<file path="src/rtl/fetch_prefetch_queue_pkg.sv">
// Shared types and defaults for the instruction-fetch prefetch queue.
package fetch_prefetch_queue_pkg;

  // One buffered fetch result: the instruction word and the PC it came from.
  typedef struct packed {
    logic [31:0] pc;
    logic [31:0] inst;
  } fetch_entry_t;

  localparam int FETCH_DEPTH_DEF   = 4;
  localparam int FETCH_MAX_OUT_DEF = 2;
  localparam int FETCH_ENTRY_W     = $bits(fetch_entry_t);

  // Force a byte address onto a 32-bit instruction boundary.
  function automatic logic [31:0] word_align(input logic [31:0] addr);
    return addr & 32'hFFFF_FFFC;
  endfunction

endpackage

</file>
<file path="src/rtl/fetch_prefetch_queue_sync_fifo.sv">
// Synchronous FIFO with clear, simultaneous push/pop and an occupancy count.
// Storage is not reset; only pointers and count are.
module sync_fifo #(
  parameter int DATA_W = 64,
  parameter int DEPTH  = 4
) (
  input  logic                       clk,
  input  logic                       rst,
  input  logic                       clear_i,
  input  logic                       push_i,
  input  logic [DATA_W-1:0]          wdata_i,
  input  logic                       pop_i,
  output logic [DATA_W-1:0]          rdata_o,
  output logic                       valid_o,
  output logic [$clog2(DEPTH):0]     count_o
);

  localparam int AW = $clog2(DEPTH);
  localparam int CW = AW + 1;

  logic [DATA_W-1:0] mem_q [DEPTH];
  logic [AW-1:0]     wr_ptr_q, wr_ptr_d;
  logic [AW-1:0]     rd_ptr_q, rd_ptr_d;
  logic [CW-1:0]     count_q, count_d;
  logic              pop_eff;
  logic              push_eff;

  // Guard against popping an empty queue or pushing into a full one.
  always_comb begin
    pop_eff  = pop_i && (count_q != '0);
    push_eff = push_i && ((count_q != CW'(DEPTH)) || pop_eff);
    wr_ptr_d = wr_ptr_q;
    rd_ptr_d = rd_ptr_q;
    count_d  = count_q;
    if (clear_i) begin
      wr_ptr_d = '0;
      rd_ptr_d = '0;
      count_d  = '0;
    end else begin
      if (push_eff) wr_ptr_d = wr_ptr_q + 1'b1;
      if (pop_eff)  rd_ptr_d = rd_ptr_q + 1'b1;
      count_d = count_q + CW'(push_eff) - CW'(pop_eff);
    end
  end

  // Pointer and occupancy registers; pointers wrap modulo DEPTH.
  always_ff @(posedge clk) begin
    if (rst) begin
      wr_ptr_q <= '0;
      rd_ptr_q <= '0;
      count_q  <= '0;
    end else begin
      wr_ptr_q <= wr_ptr_d;
      rd_ptr_q <= rd_ptr_d;
      count_q  <= count_d;
    end
  end

  // Entry storage, written at the tail on each accepted push.
  always_ff @(posedge clk) begin
    if (push_eff && !clear_i && !rst) mem_q[wr_ptr_q] <= wdata_i;
  end

  assign rdata_o = mem_q[rd_ptr_q];
  assign valid_o = (count_q != '0);
  assign count_o = count_q;

endmodule

</file>
<file path="src/rtl/fetch_prefetch_queue.sv">
// Instruction-fetch front end: keeps up to MAX_OUTSTANDING in-order imem
// requests in flight and buffers returned words with their PC for decode.
// A queue slot is reserved at issue time, so a response never finds the
// queue full. A redirect flushes the queue and turns every in-flight
// request into a word to be discarded on return.
module fetch_prefetch_queue
  import fetch_prefetch_queue_pkg::*;
#(
  parameter int          DEPTH           = FETCH_DEPTH_DEF,
  parameter int          MAX_OUTSTANDING = FETCH_MAX_OUT_DEF,
  parameter logic [31:0] RESET_PC        = 32'h0000_0000
) (
  input  logic                     clk,
  input  logic                     rst,
  output logic                     o_imem_req,
  output logic [31:0]              o_imem_addr,
  input  logic                     i_imem_gnt,
  input  logic                     i_imem_rvalid,
  input  logic [31:0]              i_imem_rdata,
  input  logic                     i_flush,
  input  logic [31:0]              i_jump_addr,
  output logic                     o_valid,
  output logic [31:0]              o_inst,
  output logic [31:0]              o_pc,
  input  logic                     i_ready,
  output logic [$clog2(DEPTH):0]   o_count,
  output logic                     o_err_spurious
);

  localparam int CW = $clog2(DEPTH) + 1;

  logic [31:0]   fetch_pc_q, fetch_pc_d;
  logic [31:0]   resp_pc_q,  resp_pc_d;
  logic [CW-1:0] outst_q,    outst_d;
  logic [CW-1:0] discard_q,  discard_d;
  logic          err_q,      err_d;

  logic [CW-1:0] live;
  logic [CW:0]   reserved;
  logic          credit_ok;
  logic          room_ok;
  logic          req;
  logic          issue;
  logic          resp;
  logic          drop;
  logic          push;
  logic          pop;

  fetch_entry_t  push_entry;
  fetch_entry_t  head_entry;
  logic          fifo_valid;
  logic [CW-1:0] fifo_count;

  // Request gating, response classification and queue handshakes.
  always_comb begin
    resp      = i_imem_rvalid && (outst_q != '0);
    drop      = (discard_q != '0);
    live      = outst_q - discard_q;
    reserved  = {1'b0, fifo_count} + {1'b0, live};
    credit_ok = (outst_q < CW'(MAX_OUTSTANDING));
    room_ok   = (reserved < (CW+1)'(DEPTH));
    req       = !rst && !i_flush && credit_ok && room_ok;
    issue     = req && i_imem_gnt;
    push      = resp && !drop && !i_flush;
    pop       = fifo_valid && i_ready && !i_flush;
    push_entry.pc   = resp_pc_q;
    push_entry.inst = i_imem_rdata;
  end

  // Next-state for fetch/response PCs and the outstanding/discard counters.
  always_comb begin
    fetch_pc_d = fetch_pc_q;
    resp_pc_d  = resp_pc_q;
    outst_d    = outst_q;
    discard_d  = discard_q;
    err_d      = i_imem_rvalid && (outst_q == '0);
    if (i_flush) begin
      // Everything still in flight after this cycle's response is stale.
      fetch_pc_d = word_align(i_jump_addr);
      resp_pc_d  = word_align(i_jump_addr);
      outst_d    = outst_q - CW'(resp);
      discard_d  = outst_q - CW'(resp);
    end else begin
      if (issue) fetch_pc_d = fetch_pc_q + 32'd4;
      if (resp) begin
        if (drop) discard_d = discard_q - 1'b1;
        else      resp_pc_d = resp_pc_q + 32'd4;
      end
      outst_d = outst_q + CW'(issue) - CW'(resp);
    end
  end

  // Control state registers.
  always_ff @(posedge clk) begin
    if (rst) begin
      fetch_pc_q <= RESET_PC;
      resp_pc_q  <= RESET_PC;
      outst_q    <= '0;
      discard_q  <= '0;
      err_q      <= 1'b0;
    end else begin
      fetch_pc_q <= fetch_pc_d;
      resp_pc_q  <= resp_pc_d;
      outst_q    <= outst_d;
      discard_q  <= discard_d;
      err_q      <= err_d;
    end
  end

  sync_fifo #(
    .DATA_W (FETCH_ENTRY_W),
    .DEPTH  (DEPTH)
  ) u_queue (
    .clk     (clk),
    .rst     (rst),
    .clear_i (i_flush),
    .push_i  (push),
    .wdata_i (push_entry),
    .pop_i   (pop),
    .rdata_o (head_entry),
    .valid_o (fifo_valid),
    .count_o (fifo_count)
  );

  assign o_imem_req     = req;
  assign o_imem_addr    = fetch_pc_q;
  assign o_valid        = fifo_valid;
  assign o_inst         = fifo_valid ? head_entry.inst : 32'h0;
  assign o_pc           = fifo_valid ? head_entry.pc   : 32'h0;
  assign o_count        = fifo_count;
  assign o_err_spurious = err_q;

endmodule

</file>
<file path="config.mk">
export PLATFORM = sky130hd
export DESIGN_NAME = fetch_prefetch_queue
export DESIGN_NICKNAME = d
export VERILOG_FILES = /design/src/rtl/fetch_prefetch_queue_pkg.sv /design/src/rtl/fetch_prefetch_queue_sync_fifo.sv /design/src/rtl/fetch_prefetch_queue.sv
export SDC_FILE = /design/constraint.sdc
export NUM_CORES = 1
export LEC_CHECK = 0
export CAP_MARGIN = 10
export CORE_MARGIN = 1.5
export CORE_UTILIZATION = 56
export DETAILED_ROUTE_END_ITERATION = 12
export PLACE_DENSITY = 0.79
export SYNTH_ARGS = -nofsm -noshare
export SYNTH_HDL_FRONTEND = slang
export SYNTH_HIERARCHICAL = 1
export SYNTH_SLANG_ARGS = --single-unit
</file>
<file path="constraint.sdc">
create_clock -name clk -period 5 [get_ports clk]
set_clock_uncertainty 0.2 [all_clocks]
set_input_delay 1 -clock clk [delete_from_list [all_inputs] [get_ports clk]]
set_output_delay 1 -clock clk [all_outputs]
set_load 0.03 [all_outputs]
</file>
### Word level (Yosys, flattened, before mapping)

Memories as Yosys holds them, arrays and structs flattened. A register that Yosys moved wholly into a read port is not among the register bits.
Index checks and enable logic that the tools add are counted.

| storage, ports and cells | value |
|---|---|
| register bits | 78 |
| output and inout bits | 102 |
| logic and storage cells | 72 |
| input port bits | 70 |
| memories kept | 1 |
| bits in writable memories | 256 |

| cells by class | value |
|---|---|
| multiplexer cells | 15 |
| bitwise logic cells | 1 |
| reduce and logical (&&, ||, !) cells | 29 |
| equal/unequal tests | 2 |
| $add $sub $neg | 12 |
| order comparisons | 2 |

Memories:

| name | depth | width | read ports | clocked after Yosys merged registers in | write ports | RTL line | text |
|---|---|---|---|---|---|---|---|
| u_queue.mem_q | 4 | 64 | 1 | 1 | 1 | fetch_prefetch_queue_sync_fifo.sv:21 | `logic [DATA_W-1:0] mem_q [DEPTH];` |

Operators by type and width:

| cell | count |
|---|---|
| $mux W32 | 7 |
| $add A32 B3 Y32 const B | 2 |
| $logic_and A1 B1 Y1 | 14 |
| $mux W3 | 4 |
| $reduce_bool A3 Y1 | 3 |
| $sub A3 B1 Y3 | 3 |
| $add A3 B1 Y3 | 2 |
| $reduce_and A2 Y1 | 3 |
| $reduce_bool A2 Y1 | 3 |
| $add A2 B1 Y2 const B | 2 |
| $add A3 B3 Y4 | 1 |
| $lt A4 B3 Y1 const B | 1 |
| $mux W2 | 2 |
| $logic_not A1 Y1 | 3 |
| $logic_not A3 Y1 | 1 |
| $lt A3 B2 Y1 const B | 1 |
| $ne A3 B3 Y1 const B | 1 |
| $sub A3 B1 Y3 const B | 1 |
| $sub A3 B3 Y3 | 1 |
| $mux W1 | 2 |
| $ne A2 B2 Y1 const B | 1 |
| $reduce_or A2 Y1 | 1 |
| $logic_or A1 B1 Y1 | 1 |
| $not A1 Y1 | 1 |

### Longest topological paths before layout

Gate-level depths: netlist (run 1).

| logic depth | value |
|---|---|
| word-level depth | 10 |
| gate-level depth with buffers | 20 |
| mapped depth without buffers | 17 |

### Modules after synthesis

The synthesis (run 1) kept the hierarchy.

Modules (own cells, without submodules):

| module | cells each | area each (um^2) | seq. area each (um^2) | instances |
|---|---|---|---|---|
| sync_fifo | 381 | 9700.6 | 7867.5 | 1 |
| fetch_prefetch_queue | 566 | 4450.5 | 1341.3 | 1 |

### Worst setup path before layout (run 1)

OpenSTA, ideal clock, no wires.

| timing path | value |
|---|---|
| path type | input-to-reg |
| from | input i_flush |
| to | memory u_queue.mem_q[0][0], enable pin |
| required time | 4.371 ns |
| setup slack | 0.938 ns |
| arrival time | 3.433 ns |
| path buffers | 1 |
| setup time | 0.429 ns |
| stages | 5 |
| cell sequence | inv_1 clkbuf_1 and3_1 o41a_1 and3_1 |

| on the way | value |
|---|---|
| longest elaborated chain between the ends | 9 |
| elaborated cells between the ends (all ways) | 10 |
| classes of those cells | mux (2); reduce/logical (8) |

RTL lines:

| what | RTL line | text |
|---|---|---|
| start, declared | fetch_prefetch_queue.sv:20 | `input logic i_flush,` |
| $logic_not A1 Y1 | fetch_prefetch_queue.sv:65 | `pop = fifo_valid && i_ready && !i_flush;` |
| $logic_and A1 B1 Y1 | fetch_prefetch_queue.sv:65 |  |
| named net pop | fetch_prefetch_queue.sv:47 | `logic pop;` |
| $logic_and A1 B1 Y1 | fetch_prefetch_queue_sync_fifo.sv:30 | `pop_eff = pop_i && (count_q != '0);` |
| $logic_or A1 B1 Y1 | fetch_prefetch_queue_sync_fifo.sv:31 | `push_eff = push_i && ((count_q != CW'(DEPTH)) \|\| pop_eff);` |
| $logic_and A1 B1 Y1 | fetch_prefetch_queue_sync_fifo.sv:31 |  |
| $logic_and A1 B1 Y1 (2 in a row) | fetch_prefetch_queue_sync_fifo.sv:61 | `if (push_eff && !clear_i && !rst) mem_q[wr_ptr_q] <= wdata_i;` |
| $mux W1 | fetch_prefetch_queue_sync_fifo.sv:61 |  |
| $mux W1 (implied by the code) | fetch_prefetch_queue_sync_fifo.sv:61 |  |
| end, declared | fetch_prefetch_queue_sync_fifo.sv:21 |  |

The timed path passes the listed nets, and every way through them passes these cells.

### Final worst setup path (run 1)

| timing path | value |
|---|---|
| from | register outst_q[0] |
| to | output o_imem_req |

| on the way | value |
|---|---|
| longest elaborated chain between the ends | 4 |
| elaborated cells between the ends (all ways) | 6 |
| classes of those cells | add/sub (2); order compare (2); reduce/logical (2) |

RTL lines:

| what | RTL line | text |
|---|---|---|
| start, declared | fetch_prefetch_queue.sv:34 | `logic [CW-1:0] outst_q, outst_d;` |
| start signal, assigned | fetch_prefetch_queue.sv:104 | `outst_q <= outst_d;` |
| $sub A3 B3 Y3 | fetch_prefetch_queue.sv:58 | `live = outst_q - discard_q;` |
| $add A3 B3 Y4 | fetch_prefetch_queue.sv:59 | `reserved = {1'b0, fifo_count} + {1'b0, live};` |
| $lt A4 B3 Y1 | fetch_prefetch_queue.sv:61 | `room_ok = (reserved < (CW+1)'(DEPTH));` |
| $logic_and A1 B1 Y1 * | fetch_prefetch_queue.sv:62 | `req = !rst && !i_flush && credit_ok && room_ok;` |
| end, declared | fetch_prefetch_queue.sv:15 | `output logic o_imem_req,` |

Every way passes the cells marked *; elsewhere a longest branch is shown, timed or not.

==> results.py, run 1 <==
metrics = {
    "synthesis": {
        "synth_cell_types": 59,
        "yosys-top-cells-area": "edfxtp_1, dfxtp_1, mux4_2",
        "syn_inst": 947,
        "yosys-top-cells-count": "edfxtp_1, dfxtp_1, and2_1",
        "syn-cell-area_mm2": 0.0142,
        "yosysWarnings": 6,
        "synth_ff_type": "edfxtp_1",
        "ys_ff_latch": 332,
        "async_flop_share_pct": 0,
        "yosysTopAreaCell": "edfxtp_1",
        "synth_edf_count": 256,
        "synth-seq-area-share_pct": 65.1,
        "netlist.area_leader.share_pct": 54.3,
        "synth_most_common_cell": "edfxtp_1",
        "syn_area_per_cell_um2": 14.9,
    },
    "run": {
        "maxCapViolations": 0,
    },
    "power_and_ir_drop": {
        "ir_drop_uv": 249,
        "power_leakage_nw": 5.70,
        "power.density_mw_per_mm2": 376,
    },
    "timing": {
        "period_needed_ns": 4.37,
        "hold_viol": 0,
        "finalCritPeriodShare_pct": 87.3,
        "finalSetupViolCount": 0,
        "setup_tns_ns": 0,
        "slew_headroom_pct": 36.7,
        "setup_ws_ns": 0.633,
        "clock.fmax_mhz": 229,
        "worstMarginPinSlew_ns": 0.946,
        "rsz0062_at_grt": "no",
        "slew_viol_final": 0,
    },
    "worst_setup_path": {
        "path_cells": "inv_1, ha_1, inv_1, fa_1, xor2_1, xnor2_1, ha_1, nor4_4, and3_1, clkdlybuf4s50_1",
        "cp.arrival_ns": 3.17,
        "critPathLaunchType": "flop",
        "critPathKind": "reg2out",
        "crit_fanout": 5,
        "end_kind": "primary output",
        "cpLargestDelayFamily": "adder cells",
        "crit_buf_inv": 3,
        "crit_cells": 10,
        "cpPeakStageDelay_ns": 0.67,
        "critical_path.slowest_cell": "clkdlybuf4s50_1",
        "required_ns": 3.80,
        "r2r.worst_path.cells": 18,
    },
    "cts": {
        "cts_tree": "built",
        "cts_htree_levels": 2,
        "clock-sinks": 332,
        "post_cts_buffers": 0,
        "clk_pin_slew_ns": 0.06,
        "insertion_delay_ns": 0.50,
        "cts_buffer_depth": 3,
        "hold_buffers": 0,
        "cts_made_buffers": 35,
        "cts_root_buf": "clkbuf_16",
        "post_cts_resized": 0,
    },
    "routing": {
        "drt-vias-per-instance": 5.84,
        "ant_nets": 0,
        "first_pass_iters": 5,
        "vias": 8609,
        "avgRoutedWirePerCell_um": 19.7,
        "drt_wl_total_mm": 29.1,
        "drc": 0,
        "drtIter0Drc": 805,
    },
    "grt": {
        "grt_pass1_wl_mm": 45.8,
        "antenna_found_initial": 0,
        "grtUsageTotal_pct": 22.4,
        "met2_usage_pct": 36.9,
        "met3_usage_pct": 3.88,
        "grt_max_degree": 69,
        "met1_usage_pct": 31.4,
        "grt-busiest-layer": "met2",
        "grt_pass1_vias": 8632,
        "grt_overflow_total": 0,
    },
    "floorplan": {
        "initial_core_util_pct": 57.7,
        "fp.dieW_um": 162,
        "num_io_pins": 172,
        "num_rows": 57,
        "die_area_mm2": 0.0262,
        "die_h_um": 162,
        "core_area_mm2": 0.0245,
    },
    "placed_design": {
        "io_buffers": 167,
        "hpwlAfterDp_mm": 18.2,
        "place_congestion": 0.938,
        "preCtsSetupSlack_ns": 0.552,
    },
    "hold_path": {
        "hold_depth": 2,
        "holdCritPathClass": "reg2reg",
    },
    "final_layout": {
        "fillers": 1642,
        "final_layout_size_suffix_gt1_share_pct": 13.1,
        "diodes": 0,
        "fin_nets": 1217,
        "syn_to_final_growth_pct": 22.3,
    },
    "run_status": {
        "outcome": "complete, no violations",
    },
}
metrics by stage:
step / cells / hold slack, ns / util, % / total power, mW / cell area, µm²
after floorplan: 956 / 0.268 / - / 3.68 / 14200
after global placement: 1413 / 0.285 / 65.8 / 3.93 / 16100
after detailed placement: 1413 / 0.296 / 65.8 / 3.95 / 16100
after CTS: 1475 / 0.305 / 70.5 / 6.57 / 17300
after global routing: 1475 / 0.327 / 70.5 / 6.75 / 17300
final: 1475 / 0.305 / 70.5 / 6.51 / 17300
tightest hold or removal path, cell delays in order, from the launching register on:
cell and delay, ns:
dfxtp_1 0.33, nand2_1 0.07, mux2i_1 0.06
cell usage in the layout, fill, tap and decap left out, drive strengths merged, types with 3 or more instances in the layout:
| cell | netlist | final |
|---|---|---|
| and2 | 69 | 69 |
| or3 | 9 | 9 |
| nor3b | 3 | 3 |
| inv | 34 | 33 |
| ha | 18 | 18 |
| clkdlybuf4s50 | 0 | 166 |
| xor2 | 22 | 22 |
| a21oi | 36 | 36 |
| o311ai | 6 | 6 |
| conb | 1 | 10 |
| a21o | 3 | 3 |
| nor2b | 3 | 3 |
| buf | 23 | 18 |
| and3 | 14 | 14 |
| o21ai | 15 | 15 |
| a31oi | 11 | 11 |
| clkinv | 0 | 11 |
| nand3b | 6 | 6 |
| a21boi | 16 | 16 |
| bufinv | 0 | 5 |
| edfxtp | 256 | 256 |
| a311oi | 4 | 4 |
| fa | 3 | 3 |
| mux2i | 5 | 5 |
| nor4 | 13 | 13 |
| xnor2 | 22 | 22 |
| nor2 | 33 | 33 |
| mux4 | 64 | 64 |
| a211oi | 11 | 11 |
| and4 | 5 | 5 |
| o31a | 3 | 3 |
| nand2 | 49 | 49 |
| nor3 | 21 | 21 |
| nor4b | 3 | 3 |
| nand4 | 22 | 22 |
| clkbuf | 28 | 45 |
| nand3 | 19 | 19 |
| dfxtp | 76 | 76 |
routing by layer:
metal	vias up	share of wire, %
li1	3981	-
met1	4240	43
met2	341	48
met3	47	6.7
met4	0	1.8
met5	-	0
sequential cells by signal (all words and copies together) (netlist names), named ones only:
name	cells
u_queue/count_o	3
o_imem_addr	30
u_queue/wr_ptr_q	2
outst_q	3
u_queue/mem_q	256
o_err_spurious	1
discard_q	3
resp_pc_q	30
u_queue/rd_ptr_q	2
logic make-up (layout without fill, tap and decap cells):
kind of cell	count (synthesis)	in the layout	synth area share (%)
fa+ha+maj	21	21	2.02
flops	332	332	65.1
other cells	1	10	0.0265
simple gates	274	274	11.2
xor+xnor	44	44	2.72
buf+inv	85	280	2.84
mux	69	69	10.5
compound gates	121	121	5.61
worst paths after layout:
kind                                         start                          endpoint  slack (ns)
hold / removal    u_queue/wr_ptr_q[1]$_SDFFE_PP0P_  u_queue/wr_ptr_q[1]$_SDFFE_PP0P_        0.31
hold reg to reg   u_queue/wr_ptr_q[1]$_SDFFE_PP0P_  u_queue/wr_ptr_q[1]$_SDFFE_PP0P_        0.31
setup / recovery             outst_q[0]$_SDFF_PP0_                        o_imem_req        0.63
setup reg to reg             outst_q[0]$_SDFF_PP0_             outst_q[2]$_SDFF_PP0_        0.91
layout make-up:
class                           instances  area [µm²]  share of cell area (%)
Multi-Input combinational cell        539        4580                    26.5
Clock buffer                           45         960                    5.55
Inverter                               34         128                   0.737
Sequential cell                       332        9210                    53.2
Clock inverter                         17         213                    1.23
Tap cell                              324         405                    2.34
Timing Repair Buffer                  184        1810                    10.4
power breakdown:
part           internal, mW  total (mW)  switching (mW)
combinational         0.327       0.747           0.420
sequential             3.06        3.15          0.0937
clock                  1.61        2.61           0.997
total                  5.00        6.51            1.51
No activity file was read; power rests on OpenSTA's default activity.
==> inputs of run 2 (changes only) <==
- CORE_UTILIZATION: 56 -> 50
- CTS_CLUSTER_DIAMETER: default -> 120
- PLACE_DENSITY: 0.79 -> 0.72
==> run 2 against run 1 <==
Compared with the run above:
- sequential cell count stayed put
- global-route usage down 2.5 points
- critical endpoint unchanged
- final cell count rose by 3.6%
==> results.py, run 2 (synthesized netlist as in run 1, its figures left out) <==
metrics = {
    "placed_design": {
        "place_congestion": 0.832,
        "place_inst": 1465,
        "hpwlAfterDp_mm": 17.7,
        "io_buffers": 167,
        "preCtsSetupSlack_ns": 1.04,
        "place_area_mm2": 0.0162,
    },
    "cts": {
        "clk_pin_slew_ns": 0.06,
        "post_cts_buffers": 0,
        "cts_htree_levels": 2,
        "cts_buffer_depth": 3,
        "cts_tree": "built",
        "post_cts_resized": 0,
        "insertion_delay_ns": 0.51,
        "cts_root_buf": "clkbuf_16",
        "cts_made_buffers": 35,
        "clock-sinks": 332,
        "hold_buffers": 0,
    },
    "final_layout": {
        "largest_register": "u_queue/mem_q",
        "syn_to_final_growth_pct": 22.5,
        "fin_nets": 1215,
        "final_common_cell": "edfxtp_1",
        "fillers": 2087,
        "diodes": 0,
        "final_layout_size_suffix_gt1_share_pct": 12.8,
        "stdcell_area_mm2": 0.0173,
        "utilization_pct": 62.4,
        "final_cell_mix": "edfxtp_1, clkdlybuf4s50_1, dfxtp_1, and2_1, mux4_2",
        "largest_register_ffs": 256,
        "final_cells": 1528,
    },
    "floorplan": {
        "die_area_mm2": 0.0293,
        "die_h_um": 171,
        "num_io_pins": 172,
        "initial_core_util_pct": 50.9,
        "core_area_mm2": 0.0278,
        "fp.dieW_um": 171,
        "num_rows": 61,
    },
    "grt": {
        "grtUsageTotal_pct": 19.9,
        "grt_pass1_wl_mm": 45.1,
        "met1_usage_pct": 27.3,
        "grt_overflow_total": 0,
        "antenna_found_initial": 0,
        "grt_pass1_vias": 8473,
        "met2_usage_pct": 32.9,
        "grt_max_degree": 70,
        "met3_usage_pct": 3.61,
        "grt-busiest-layer": "met2",
    },
    "power_and_ir_drop": {
        "combPwrFrac_pct": 11.7,
        "clkPwrFrac_pct": 38.8,
        "ir_drop_uv": 243,
        "p_sw_share_pct": 23.8,
        "power_leakage_nw": 5.67,
        "pwr-share-seq_pct": 49.5,
        "power.density_mw_per_mm2": 367,
        "power.total_mw": 6.36,
        "intPower_mw": 4.85,
        "p_sw_mw": 1.51,
    },
    "timing": {
        "hold_ws_ns": 0.296,
        "slew_viol_final": 0,
        "clock.fmax_mhz": 231,
        "rsz0062_at_grt": "no",
        "setup_tns_ns": 0,
        "finalSetupViolCount": 0,
        "slew_headroom_pct": 35.2,
        "worstMarginPinSlew_ns": 0.968,
        "hold_viol": 0,
        "finalCritPeriodShare_pct": 86.6,
        "period_needed_ns": 4.33,
        "setup_ws_ns": 0.669,
    },
    "routing": {
        "ant_nets": 0,
        "drt-vias-per-instance": 5.57,
        "drtIter0Drc": 734,
        "avgRoutedWirePerCell_um": 18.6,
        "drc": 0,
        "first_pass_iters": 5,
        "vias": 8508,
        "drt_wl_total_mm": 28.5,
    },
    "run": {
        "maxCapViolations": 0,
    },
    "worst_setup_path": {
        "crit_fanout": 5,
        "path_cells": "inv_1, ha_1, inv_1, fa_1, xor2_1, xnor2_1, ha_1, nor4_4, and3_1, clkdlybuf4s50_1",
        "critical_path.slowest_cell": "clkdlybuf4s50_1",
        "cp.arrival_ns": 3.13,
        "end_kind": "primary output",
        "cpPeakStageDelay_ns": 0.66,
        "critPathLaunchType": "flop",
        "required_ns": 3.80,
        "critPathKind": "reg2out",
    },
    "run_status": {
        "outcome": "complete, no violations",
    },
    "hold_path": {
        "holdCritPathClass": "reg2reg",
    },
}
-- run 2: layout make-up --
class / count / area (µm²) / share of cell area (%)
clock inverters: 18 / 140 / 0.808
inverters: 34 / 128 / 0.736
well taps: 378 / 473 / 2.73
repair buffers: 182 / 1840 / 10.6
clock buffers: 45 / 966 / 5.57
multi-input cells: 539 / 4580 / 26.4
flip-flops and latches: 332 / 9210 / 53.1
-- run 2: critical path, delay by kind of cell, from the launching register on --
| family | cells | cell delay (ns) |
|---|---|---|
| adder cells (fa/ha/maj) | 3 | 0.80 |
| flip-flops | 1 | 0.36 |
| buffers and inverters | 3 | 0.80 |
| XOR/XNOR | 2 | 0.30 |
| AND/OR/NAND/NOR | 2 | 0.36 |
-- run 2: per-layer routing --
layer / routed length, µm / up-vias
li1: - / 3983
met1: 12500 / 4173
met2: 13600 / 308
met3: 1860 / 44
met4: 486 / 0
met5: 0 / -
-- run 2: power groups by stage --
stage	sequential, mW	combinational [mW]	clock (mW)
2_1_floorplan	3.22	0.457	0
3_3_place_gp	3.20	0.738	0
3_5_place_dp	3.21	0.747	0
4_1_cts	3.15	0.752	2.53
5_1_grt	3.16	0.827	2.63
6_report	3.15	0.745	2.47
-- run 2: final timing paths --
kind,start,end,slack [ns],cells past startpoint
setup / recovery,outst_q[0]$_SDFF_PP0_,o_imem_req,0.67,10
hold / removal,u_queue/wr_ptr_q[0]$_SDFFE_PP0P_,u_queue/wr_ptr_q[0]$_SDFFE_PP0P_,0.30,2
setup reg to reg,outst_q[0]$_SDFF_PP0_,outst_q[2]$_SDFF_PP0_,1.04,17
hold reg to reg,u_queue/wr_ptr_q[0]$_SDFFE_PP0P_,u_queue/wr_ptr_q[0]$_SDFFE_PP0P_,0.30,2
